--- config.mk ---
export PLATFORM = sky130hd
export DESIGN_NAME = pipeline_stall_ctrl
export DESIGN_NICKNAME = d
export VERILOG_FILES = /design/src/rtl/pipeline_stall_ctrl.sv
export SDC_FILE = /design/constraint.sdc
export NUM_CORES = 1
export LEC_CHECK = 0
export ABC_AREA = 1
export CORE_AREA = 3 3 92 94
export DETAILED_ROUTE_END_ITERATION = 10
export DIE_AREA = 0 0 95 97
export PLACE_DENSITY = 0.78
export SLEW_MARGIN = 20
export SYNTH_ARGS = -nofsm -noshare
export SYNTH_HDL_FRONTEND = slang
export SYNTH_SLANG_ARGS = --single-unit
export TNS_END_PERCENT = 30
--- constraint.sdc ---
create_clock -name clk -period 1.83 [get_ports clk]
set_clock_uncertainty 0.05 [all_clocks]
set_input_delay 0.366 -clock clk [delete_from_list [all_inputs] [get_ports clk]]
set_output_delay 0.366 -clock clk [all_outputs]
set_load 0.05 [all_outputs]
--- src/rtl/pipeline_stall_ctrl.sv ---
// Stall/flush sequencer for the 5-stage RV32 pipeline: merges hazard and cache-miss
// stalls into stage enables, flushes, bubbles and PC redirect, holding a deferred redirect.
module pipeline_stall_ctrl #(
    parameter int XLEN  = 32,
    parameter int CNT_W = 16
) (
    input  logic              clk,
    input  logic              rst,
    input  logic              hazard_stall,
    input  logic              hazard_flush,
    input  logic              hazard_mux,
    input  logic              branch_flag,
    input  logic [XLEN-1:0]   branch_target,
    input  logic              icache_stall,
    input  logic              dcache_stall,
    output logic              pc_en,
    output logic              if_id_en,
    output logic              ex_en,
    output logic              if_id_flush,
    output logic              id_ex_bubble,
    output logic              pc_sel,
    output logic [XLEN-1:0]   pc_redirect,
    output logic              redirect_pending,
    output logic [CNT_W-1:0]  stall_cnt,
    output logic [CNT_W-1:0]  flush_cnt
);

    typedef enum logic [0:0] {
        ST_RUN    = 1'b0,
        ST_WAIT_I = 1'b1
    } state_t;

    state_t             state_r;
    state_t             state_nxt_s;
    logic [XLEN-1:0]    pend_target_r;
    logic [XLEN-1:0]    pend_target_nxt_s;
    logic [CNT_W-1:0]   stall_cnt_r;
    logic [CNT_W-1:0]   flush_cnt_r;

    logic               pc_en_s;
    logic               if_id_en_s;
    logic               ex_en_s;
    logic               if_id_flush_s;
    logic               id_ex_bubble_s;
    logic               pc_sel_s;
    logic [XLEN-1:0]    pc_redirect_s;

    function automatic logic [CNT_W-1:0] sat_inc(input logic [CNT_W-1:0] v);
        if (&v) begin
            return v;
        end else begin
            return v + {{(CNT_W-1){1'b0}}, 1'b1};
        end
    endfunction

    // Next-state and combinational stage control, highest priority first.
    always_comb begin
        pc_en_s           = 1'b0;
        if_id_en_s        = 1'b0;
        ex_en_s           = 1'b0;
        if_id_flush_s     = 1'b0;
        id_ex_bubble_s    = 1'b0;
        pc_sel_s          = 1'b0;
        state_nxt_s       = state_r;
        pend_target_nxt_s = pend_target_r;
        pc_redirect_s     = (state_r == ST_WAIT_I) ? pend_target_r : branch_target;

        if (rst) begin
            pc_redirect_s = {XLEN{1'b0}};
        end else if (dcache_stall) begin
            // Whole pipe frozen; branch/hazard inputs are re-evaluated once MEM completes.
            state_nxt_s = state_r;
        end else begin
            case (state_r)
                ST_RUN: begin
                    if (hazard_stall) begin
                        ex_en_s        = 1'b1;
                        id_ex_bubble_s = hazard_mux;
                    end else if (icache_stall) begin
                        if_id_en_s    = 1'b1;
                        if_id_flush_s = 1'b1;
                        ex_en_s       = 1'b1;
                        if (branch_flag) begin
                            // Redirect must wait until the in-flight wrong-path fetch returns.
                            pend_target_nxt_s = branch_target;
                            state_nxt_s       = ST_WAIT_I;
                        end else begin
                            state_nxt_s = ST_RUN;
                        end
                    end else if (branch_flag) begin
                        pc_en_s       = 1'b1;
                        if_id_en_s    = 1'b1;
                        ex_en_s       = 1'b1;
                        if_id_flush_s = 1'b1;
                        pc_sel_s      = 1'b1;
                    end else begin
                        pc_en_s       = 1'b1;
                        if_id_en_s    = 1'b1;
                        ex_en_s       = 1'b1;
                        if_id_flush_s = hazard_flush;
                    end
                end
                ST_WAIT_I: begin
                    if_id_en_s    = 1'b1;
                    if_id_flush_s = 1'b1;
                    ex_en_s       = 1'b1;
                    if (icache_stall) begin
                        state_nxt_s = ST_WAIT_I;
                    end else begin
                        pc_en_s     = 1'b1;
                        pc_sel_s    = 1'b1;
                        state_nxt_s = ST_RUN;
                    end
                end
                default: begin
                    state_nxt_s = ST_RUN;
                end
            endcase
        end
    end

    // State and deferred redirect target register.
    always_ff @(posedge clk) begin
        if (rst) begin
            state_r       <= ST_RUN;
            pend_target_r <= {XLEN{1'b0}};
        end else begin
            state_r       <= state_nxt_s;
            pend_target_r <= pend_target_nxt_s;
        end
    end

    // Saturating performance counters.
    always_ff @(posedge clk) begin
        if (rst) begin
            stall_cnt_r <= {CNT_W{1'b0}};
            flush_cnt_r <= {CNT_W{1'b0}};
        end else begin
            if (!pc_en_s) begin
                stall_cnt_r <= sat_inc(stall_cnt_r);
            end else begin
                stall_cnt_r <= stall_cnt_r;
            end
            if (if_id_flush_s && if_id_en_s) begin
                flush_cnt_r <= sat_inc(flush_cnt_r);
            end else begin
                flush_cnt_r <= flush_cnt_r;
            end
        end
    end

    assign pc_en            = pc_en_s;
    assign if_id_en         = if_id_en_s;
    assign ex_en            = ex_en_s;
    assign if_id_flush      = if_id_flush_s;
    assign id_ex_bubble     = id_ex_bubble_s;
    assign pc_sel           = pc_sel_s;
    assign pc_redirect      = pc_redirect_s;
    assign redirect_pending = !rst && (state_r == ST_WAIT_I);
    assign stall_cnt        = stall_cnt_r;
    assign flush_cnt        = flush_cnt_r;

endmodule

Word level (Yosys, flattened, before mapping):

Cells that the tools add are included.

* register bits after elaboration: 65
* latch bits: 0
* RAM bits: 0
* bits in read-only memories: 0
* input port bits: 40
* output and inout bits: 71
* logic and storage cells: 53
* memories kept: 0

* $add $sub $neg: 2
* $mul: 0
* div/mod/pow operators: 0
* $lt $le $gt $ge: 0
* equal/unequal tests: 0
* shifts and indexed selects: 0
* mux-type cells: 33
* bitwise operators: 6
* reduce and logical (&&, ||, !) cells: 8

Operators with widths (number)
* 32-bit two-way mux: 2
* 16-bit by 1-bit adder with 16-bit output, second input constant: 2
* 16-bit AND reduction: 2
* 1-bit two-way mux: 26
* 1-bit case mux with 2 select lines: 5
* 1-bit inverter: 6
* 5-bit AND reduction: 1
* 2-bit AND reduction: 2
* 1-bit logical AND: 2
* 1-bit logical NOT: 1

Logic depth before layout (Yosys ltp):

Gate-level depths: netlist (run 1).

* depth in word-level cells: 8
* gate-level depth with buffers: 11
* gate-level depth less buffers: 10

Worst setup path after synthesis (run 1):

No wires, ideal clock.

* path type: flip-flop to output port
* start: reg state_r
* end: out pc_sel
* data arrival time: 2.131 ns
* data required time: 1.414 ns
* slack: -0.717 ns
* cell stages (with the launch flop): 4
* buffers on the path: 1
* cell sequence: dfxtp_1 > clkbuf_1 > a21oi_1 > nor4_1

* cells in the longest elaborated chain, start to end: 4

RTL lines
* start, declared: line 33 `state_t state_r;`
* start signal, assigned: line 128 `state_r <= state_nxt_s;`
* 1-bit inverter (no source line)
* 1-bit case mux with 2 select lines *: line 74 `case (state_r)`
* 1-bit two-way mux *: line 70 `end else if (dcache_stall) begin`
* 1-bit two-way mux *: line 68 `if (rst) begin`
* end, declared: line 21 `output logic pc_sel,`

Every way passes the cells marked *; elsewhere a longest branch is shown, timed or not.

Final worst setup path (run 1):

* start: reg state_r
* end: out if_id_flush

* cells in the longest elaborated chain, start to end: 4

RTL lines
* 1-bit inverter (no source line)
* 1-bit case mux with 2 select lines *: line 74
* 1-bit two-way mux *: line 70
* 1-bit two-way mux *: line 68
* end, declared: line 19 `output logic if_id_flush,`

Marks and branches as above.

==> results by group, run 1 <==
Synth
  • Register bit total from synthesis: 65
  • Synth top area cells: dfxtp_1, nand2_1, a21oi_1, o21ai_0, inv_1
  • Sequential element share of the synthesized area: 36.5%
  • Async S/R FF share, synth: 0%
  • Avg Inst Size Synth: ~6.7 µm²
  • Synth cell types: 29
  • Cell area after synthesis: approximately 3600 µm²
  • Cells after Synth: around 540
  • Count leader, synth: nand2_1
  • Post-synth EDFFs: 0
  • Yosys top cell area share: 36.5%
  • Post-synth top cells: nand2_1, a21oi_1, o21ai_0
  • Post-synth top area cell: dfxtp_1
  • Syn Nets: 577
  • Ys Warns: 0
  • Ys flop type: dfxtp_1

Global route
  • Final global-route overflow total: 0
  • Initial antenna violation count: 0
  • Largest net degree at the start of global routing: 65
  • GRT Total Usage: 24.5%
  • First-pass GRT wire length: 18.3 mm
  • Number of global-route vias before repair: 3884

Critical path
  • Critical Path Stages: 5
  • Worst Path Required: 1.41 ns
  • CP max FO: 7
  • Crit path kind: flip-flop to output pin
  • CP Capture Type: output pin
  • CP Launch Type: flip-flop
  • Crit-path leading delay family: flip-flops
  • Critical-path top delay cell: dfxtp_4
  • Reg-to-Reg End: stall_cnt[3]
  • Crit path DAT: 1.42 ns
  • Crit-path cells: inv_1 -> nand2_2 -> nand2_4 -> a21oi_4 -> buf_12
  • R2r worst-path depth: 9
  • Worst Setup SP: state_r
  • Reg-to-reg slack, setup: 0.16 ns
  • Slowest stage delay, CP: 0.44 ns
  • WP buf/inv: 2
  • RR Startpoint: stall_cnt[1]
  • Crit path to: if_id_flush

Floorplanning
  • Core Region: 7730 µm²
  • Row Count: 32
  • I/O pins: 111
  • Die H: around 97 µm
  • Initial core utilization: 46.1%
  • Die area: 9220 µm²
  • Die Wd: around 95 µm

STA
  • Period utilisation layout: 100%
  • Worst hold margin: 0.414 ns
  • Finish-stage setup viols: 1
  • Pins Over Slew Limit: 0
  • Maximum clock rate: 546 MHz
  • Fin crit period: 1.83 ns
  • Final hold vios: 0
  • Worst slew pin tran: 0.312 ns
  • RSZ-0062 raised after global routing: yes
  • Worst Setup Slack, final: -0.00171 ns
  • Rel. slew slack: 79.1%

Detailed routing
  • Residual DRC: 0
  • Met1 WL: between 4 and 5 mm
  • Metal3 WL: 655 µm
  • DR vias: 4059
  • Top sig layer: met4
  • Antenna Nets Post-Route: 0
  • Met2 WL: 5.73 mm
  • TritonRoute pass-1 iters: 4
  • WL/cell: ~14 µm
  • WL final: 11.2 mm
  • Via/cell ratio: 5.22
  • DR iter-0 viols: 144

Layout
  • Number of diodes: 0
  • Storage cell area: 1310 µm²
  • Fillers: 560
  • Non-filler cells in the finished layout: between 700 and 800
  • Final Cell Area: 5820 µm²
  • Area occupied by multi-input gates: approximately 2100 µm²
  • Fin nets: approximately 710
  • Layout Area Growth over Synthesis: 63.2%
  • Share of layout cells above drive strength 1: about 30%

Clock network
  • CTS root buf: clkbuf_8
  • CTS sink cnt: 65
  • Clk_lat worst skew: 0.34 ns
  • Worst-path clk slew: 0.07 ns
  • Hold buffers post-CTS: 0
  • CTS Buf Count: 9
  • CTS tree: yes
  • H-tree levels: 3
  • Clk buf depth: 2

Pwr
  • Sequential power share: 42.8%
  • Psw: 1.06 mW
  • Peak VDD IR: 0.396 mV
  • Pint: 2.37 mW
  • Power share of the clock group: 30.6%
  • Combinational Power Share: 26.5%
  • Pleak: ~2.2 nW
  • Design Power: 3.43 mW
  • PwrDens: 590 nW/µm²
  • Sw Share: 30.8%

Placement
  • Placed Cells incl. Taps: between 700 and 800
  • I/O Buffers: 110
  • Placed inst area: between 5000 and 6000 µm²
  • Final GP Congestion: 0.858
  • Place WS: -0.284 ns
  • Hpwl dp: just under 8 mm

Status
  • Failing checks: setup timing
  • Status: complete, but fails checks

Job
  • Maxcap violations: 0

Worst hold path
  • Hold Path Class: primary input to flip-flop
flip-flops by register name, summed over array words and instances (netlist names):
name / count
flush_cnt: 16
stall_cnt: 16
pend_target_r: 32
state_r: 1
placed cells by master, fill, tap and decap left out, types with 5 or more instances in the layout:
cell / n
a21oi_2: 39
a21oi_4: 6
buf_4: 65
inv_1: 53
nand2_1: 109
nand2_2: 8
nand4_1: 12
a21oi_1: 47
nand3_1: 16
nor2_4: 5
o21ai_0: 39
xor2_1: 7
nor2_1: 47
dfxtp_1: 60
clkdlybuf4s50_1: 34
clkbuf_8: 10
buf_12: 45
o21ai_1: 30
xnor2_1: 5
final cells by class:
cell class                      count  area share (%)
Multi-Input combinational cell    384            36.3
Timing Repair Buffer              155            32.5
Sequential cell                    65            22.5
Inverter                           57            3.72
Clock buffer                       11            2.43
Tap cell                          102            2.19
Clock inverter                      4           0.344
power groups by stage:
stage	clock network (mW)	registers, mW	logic, mW
after CTS	1.08	1.47	0.893
after detailed placement	0	1.50	0.861
after global routing	1.14	1.47	0.960
after floorplan	0	1.53	0.402
after global placement	0	1.50	0.846
final	1.05	1.47	0.911
per-layer routing:
layer / track usage [%] / vias to the layer above
met5: 0 / -
met4: 8.10 / 0
met3: 4.51 / 15
met2: 42.2 / 120
met1: 30.4 / 1892
li1: - / 2032
timing repair:
action	in CTS	in global routing
setup buffers	1	3
gates cloned	2	1
gates resized for setup	21	33
endpoints found under the hold margin	0	0
pin swaps	3	3
setup endpoints to repair	38	63
worst register-to-register path: cells and delay by family (launching register included):
kind / cells / cell delay, ns
DFF: 1 / 0.36
adders and majority gates: 1 / 0.20
and+or+nand+nor: 6 / 0.66
AOI/OAI and AO/OA: 1 / 0.14
buffers and inverters: 1 / 0.19
worst min-delay path by stage:
stage | startpoint | to | slack [ns] | cells after the start
3_5_place_dp | pend_target_r[1] | pend_target_r[1] | 0.41 | 2
6_report | rst | flush_cnt[6] | 0.41 | 3
5_1_grt | rst | flush_cnt[6] | 0.44 | 3
4_1_cts | pend_target_r[1] | pend_target_r[1] | 0.42 | 2
3_3_place_gp | pend_target_r[11] | pend_target_r[11] | 0.40 | 2
2_1_floorplan | pend_target_r[28] | pend_target_r[28] | 0.40 | 2
logic make-up after synthesis:
| logic type | after synthesis | share of synthesized area (%) |
|---|---|---|
| DFF | 65 | 36.5 |
| AOI/OAI and AO/OA | 164 | 24.8 |
| and+or+nand+nor | 206 | 24.8 |
| xor gates and xnor gates | 12 | 2.95 |
| adders and majority gates | 2 | 0.702 |
| buffers and inverters | 86 | 10.2 |
stage by stage:
| stage | util, % | TNS [ns] |
|---|---|---|
| floorplan | - | -4.68 |
| global placement | 70.8 | -12.61 |
| detailed placement | 70.8 | -15.59 |
| CTS | 74.3 | -0.187 |
| global route | 75.3 | -0.585 |
| finish | 75.3 | -0.00171 |
(Power assumes the default switching activity.)
==> inputs of run 2 (changes only) <==
HOLD_SLACK_MARGIN = 0.1   (was default)
==> results of run 2 <==
The final DEF is identical to that of run 1; final timing and power are the same.
==> inputs of run 3 (changes only) <==
PLACE_DENSITY = default   (was 0.78)
PLACE_DENSITY_LB_ADDON = 0.1   (was default)
==> run 3 against run 2 <==
The flow still finishes with violations (setup timing). Combinational power rose by 1%. Global-route usage rose by 0.53 points. Sequential cell count did not move. Register-to-register slack got worse by 0.08 ns. Utilization rose by 2.1 points. Critical path depth fell by 1. Critical path type unchanged. Highest routed layer unchanged.
==> results by group, run 3 (synthesis gave the netlist of run 1 again) <==
Detailed routing
  • TritonRoute pass-1 iters: 4
  • DR vias: 4188
  • Antenna Nets Post-Route: 0
  • Via/cell ratio: roughly 5.3
  • DR iter-0 viols: 113
  • Residual DRC: 0
  • WL/cell: 14.6 µm
  • WL final: 11.6 mm

Pwr
  • Power share of the clock group: a little under a third
  • Pint: 2.44 mW
  • Psw: ~1.1 mW
  • Sw Share: 30.6%
  • PwrDens: 587 nW/µm²
  • Peak VDD IR: 0.351 mV
  • Combinational Power Share: 26.2%
  • Pleak: 2.30 nW
  • Sequential power share: 41.9%
  • Design Power: between 3 and 4 mW

Layout
  • Share of layout cells above drive strength 1: roughly a third
  • Commonest cells after routing, fill and taps aside: nand2_1, buf_4, o21ai_0, dfxtp_1, inv_1
  • Most common cell after layout, fill and taps aside: nand2_1
  • Fin nets: 730
  • Non-filler cells in the finished layout: 796
  • Final Cell Area: 5980 µm²
  • Most flop-heavy register: pend_target_r
  • Number of flip-flops in the largest register: 32
  • Finished Core Util: 77.3%
  • Layout Area Growth over Synthesis: 67.6%

Global route
  • GR peak layer: met2
  • Number of global-route vias before repair: about 4000
  • First-pass GRT wire length: 18.6 mm
  • M2 GR Usage: 41.9%
  • GRT Total Usage: 25.1%
  • Met3 Use GR: 5.99%
  • Grt met1 use: 31.2%
  • Largest net degree at the start of global routing: just under 50
  • Final global-route overflow total: 0
  • Initial antenna violation count: 1

STA
  • Setup TNS Final: -0.550 ns
  • RSZ-0062 raised after global routing: yes
  • Finish-stage setup viols: 27
  • Rel. slew slack: 67.4%
  • Fin crit period: between 1.5 and 2 ns
  • Pins Over Slew Limit: 0
  • Final hold vios: 0
  • Worst hold margin: 0.424 ns
  • Worst slew pin tran: 0.487 ns
  • Maximum clock rate: 528 MHz
  • Worst Setup Slack, final: -0.0641 ns
  • Period utilisation layout: 104%

Job
  • Maxcap violations: 0

Critical path
  • CP max FO: 16
  • Crit path DAT: 1.48 ns
  • Crit path kind: flip-flop to output pin
  • CP Capture Type: output pin
  • Worst Setup SP: state_r
  • CP Launch Type: flip-flop
  • Worst Path Required: 1.41 ns
  • RR Startpoint: state_r

Floorplanning
  • Die H: 97 µm
  • Row Count: 32
  • I/O pins: 111
  • Die area: slightly above 9000 µm²
  • Initial core utilization: 46.1%
  • Die Wd: 95 µm
  • Core Region: 7730 µm²

Worst hold path
  • Worst Hold Launch: pend_target_r[5]
  • Hold Path Class: flip-flop to flip-flop

Placement
  • Placed Cells incl. Taps: 764
  • Final GP Congestion: about 0.85
  • Hpwl dp: around 8.0 mm
  • Placed inst area: 5530 µm²
  • Place WS: -0.285 ns
  • I/O Buffers: 110

Clock network
  • Clk_lat worst skew: 0.35 ns
  • Hold buffers post-CTS: 0
  • CTS sink cnt: 65
  • CTS tree: yes
  • Clk buf depth: 2
  • CTS Buf Count: 9
  • Worst-path clk slew: 0.07 ns
  • H-tree levels: 3
  • CTS root buf: clkbuf_8

Status
  • Failing checks: setup timing
  • Status: complete, but fails checks
==> run 3: cell types whose count changed in the layout (fill, tap and decap cells not counted), sizes merged <==
cell,previous run,this run
buf,114,130
clkbuf,12,15
clkinv,5,2
dlygate4sd2,4,2
dlymetal6s2s,0,2
clkdlybuf4s15,1,0
clkdlybuf4s50,34,35
clkinvlp,0,1
diode,0,1
==> run 3: power by group through the flow <==
stage | Sequential, mW | Combinational, mW | Clock (mW)
4_1_cts | 1.47 | 0.897 | 1.13
6_report | 1.47 | 0.920 | 1.12
3_3_place_gp | 1.50 | 0.845 | 0
5_1_grt | 1.47 | 0.964 | 1.20
2_1_floorplan | 1.53 | 0.402 | 0
3_5_place_dp | 1.50 | 0.861 | 0
==> run 3: layout make-up <==
type | instances | area [µm²]
Antenna cell | 1 | 2.50
Clock buffer | 14 | 163
Clock inverter | 2 | 12.5
Fill cell | 574 | 1750
Inverter | 57 | 219
Multi-Input combinational cell | 384 | 2110
Sequential cell | 65 | 1310
Tap cell | 102 | 128
Timing Repair Buffer | 171 | 2040
==> run 3: routing by layer <==
metal	vias up	part of all wire, %
li1	2070	-
met1	1962	41
met2	133	51
met3	23	6.1
met4	0	2.3
met5	-	0
==> run 3: final timing paths <==
check	cells past startpoint	slack [ns]	end
setup / recovery	4	-0.06	pc_redirect[8]
hold / removal	2	0.42	pend_target_r[5]
setup reg to reg	9	0.08	flush_cnt[12]
hold reg to reg	2	0.42	pend_target_r[5]
==> run 3: what timing repair did <==
action / CTS / global route
setup endpoints to repair: 37 / 63
pin swaps: 2 / 4
gates resized for setup: 18 / 13
cloned: 2 / 1
hold endpoints to repair: 0 / 0
setup buffers: 2 / 10
==> run 3: critical path, stage by stage, from the launching register on <==
cell and delay, ns:
dfxtp_4 0.46, buf_12 0.17, o21ai_0 0.12, a21oi_2 0.21
buf_12 0.17
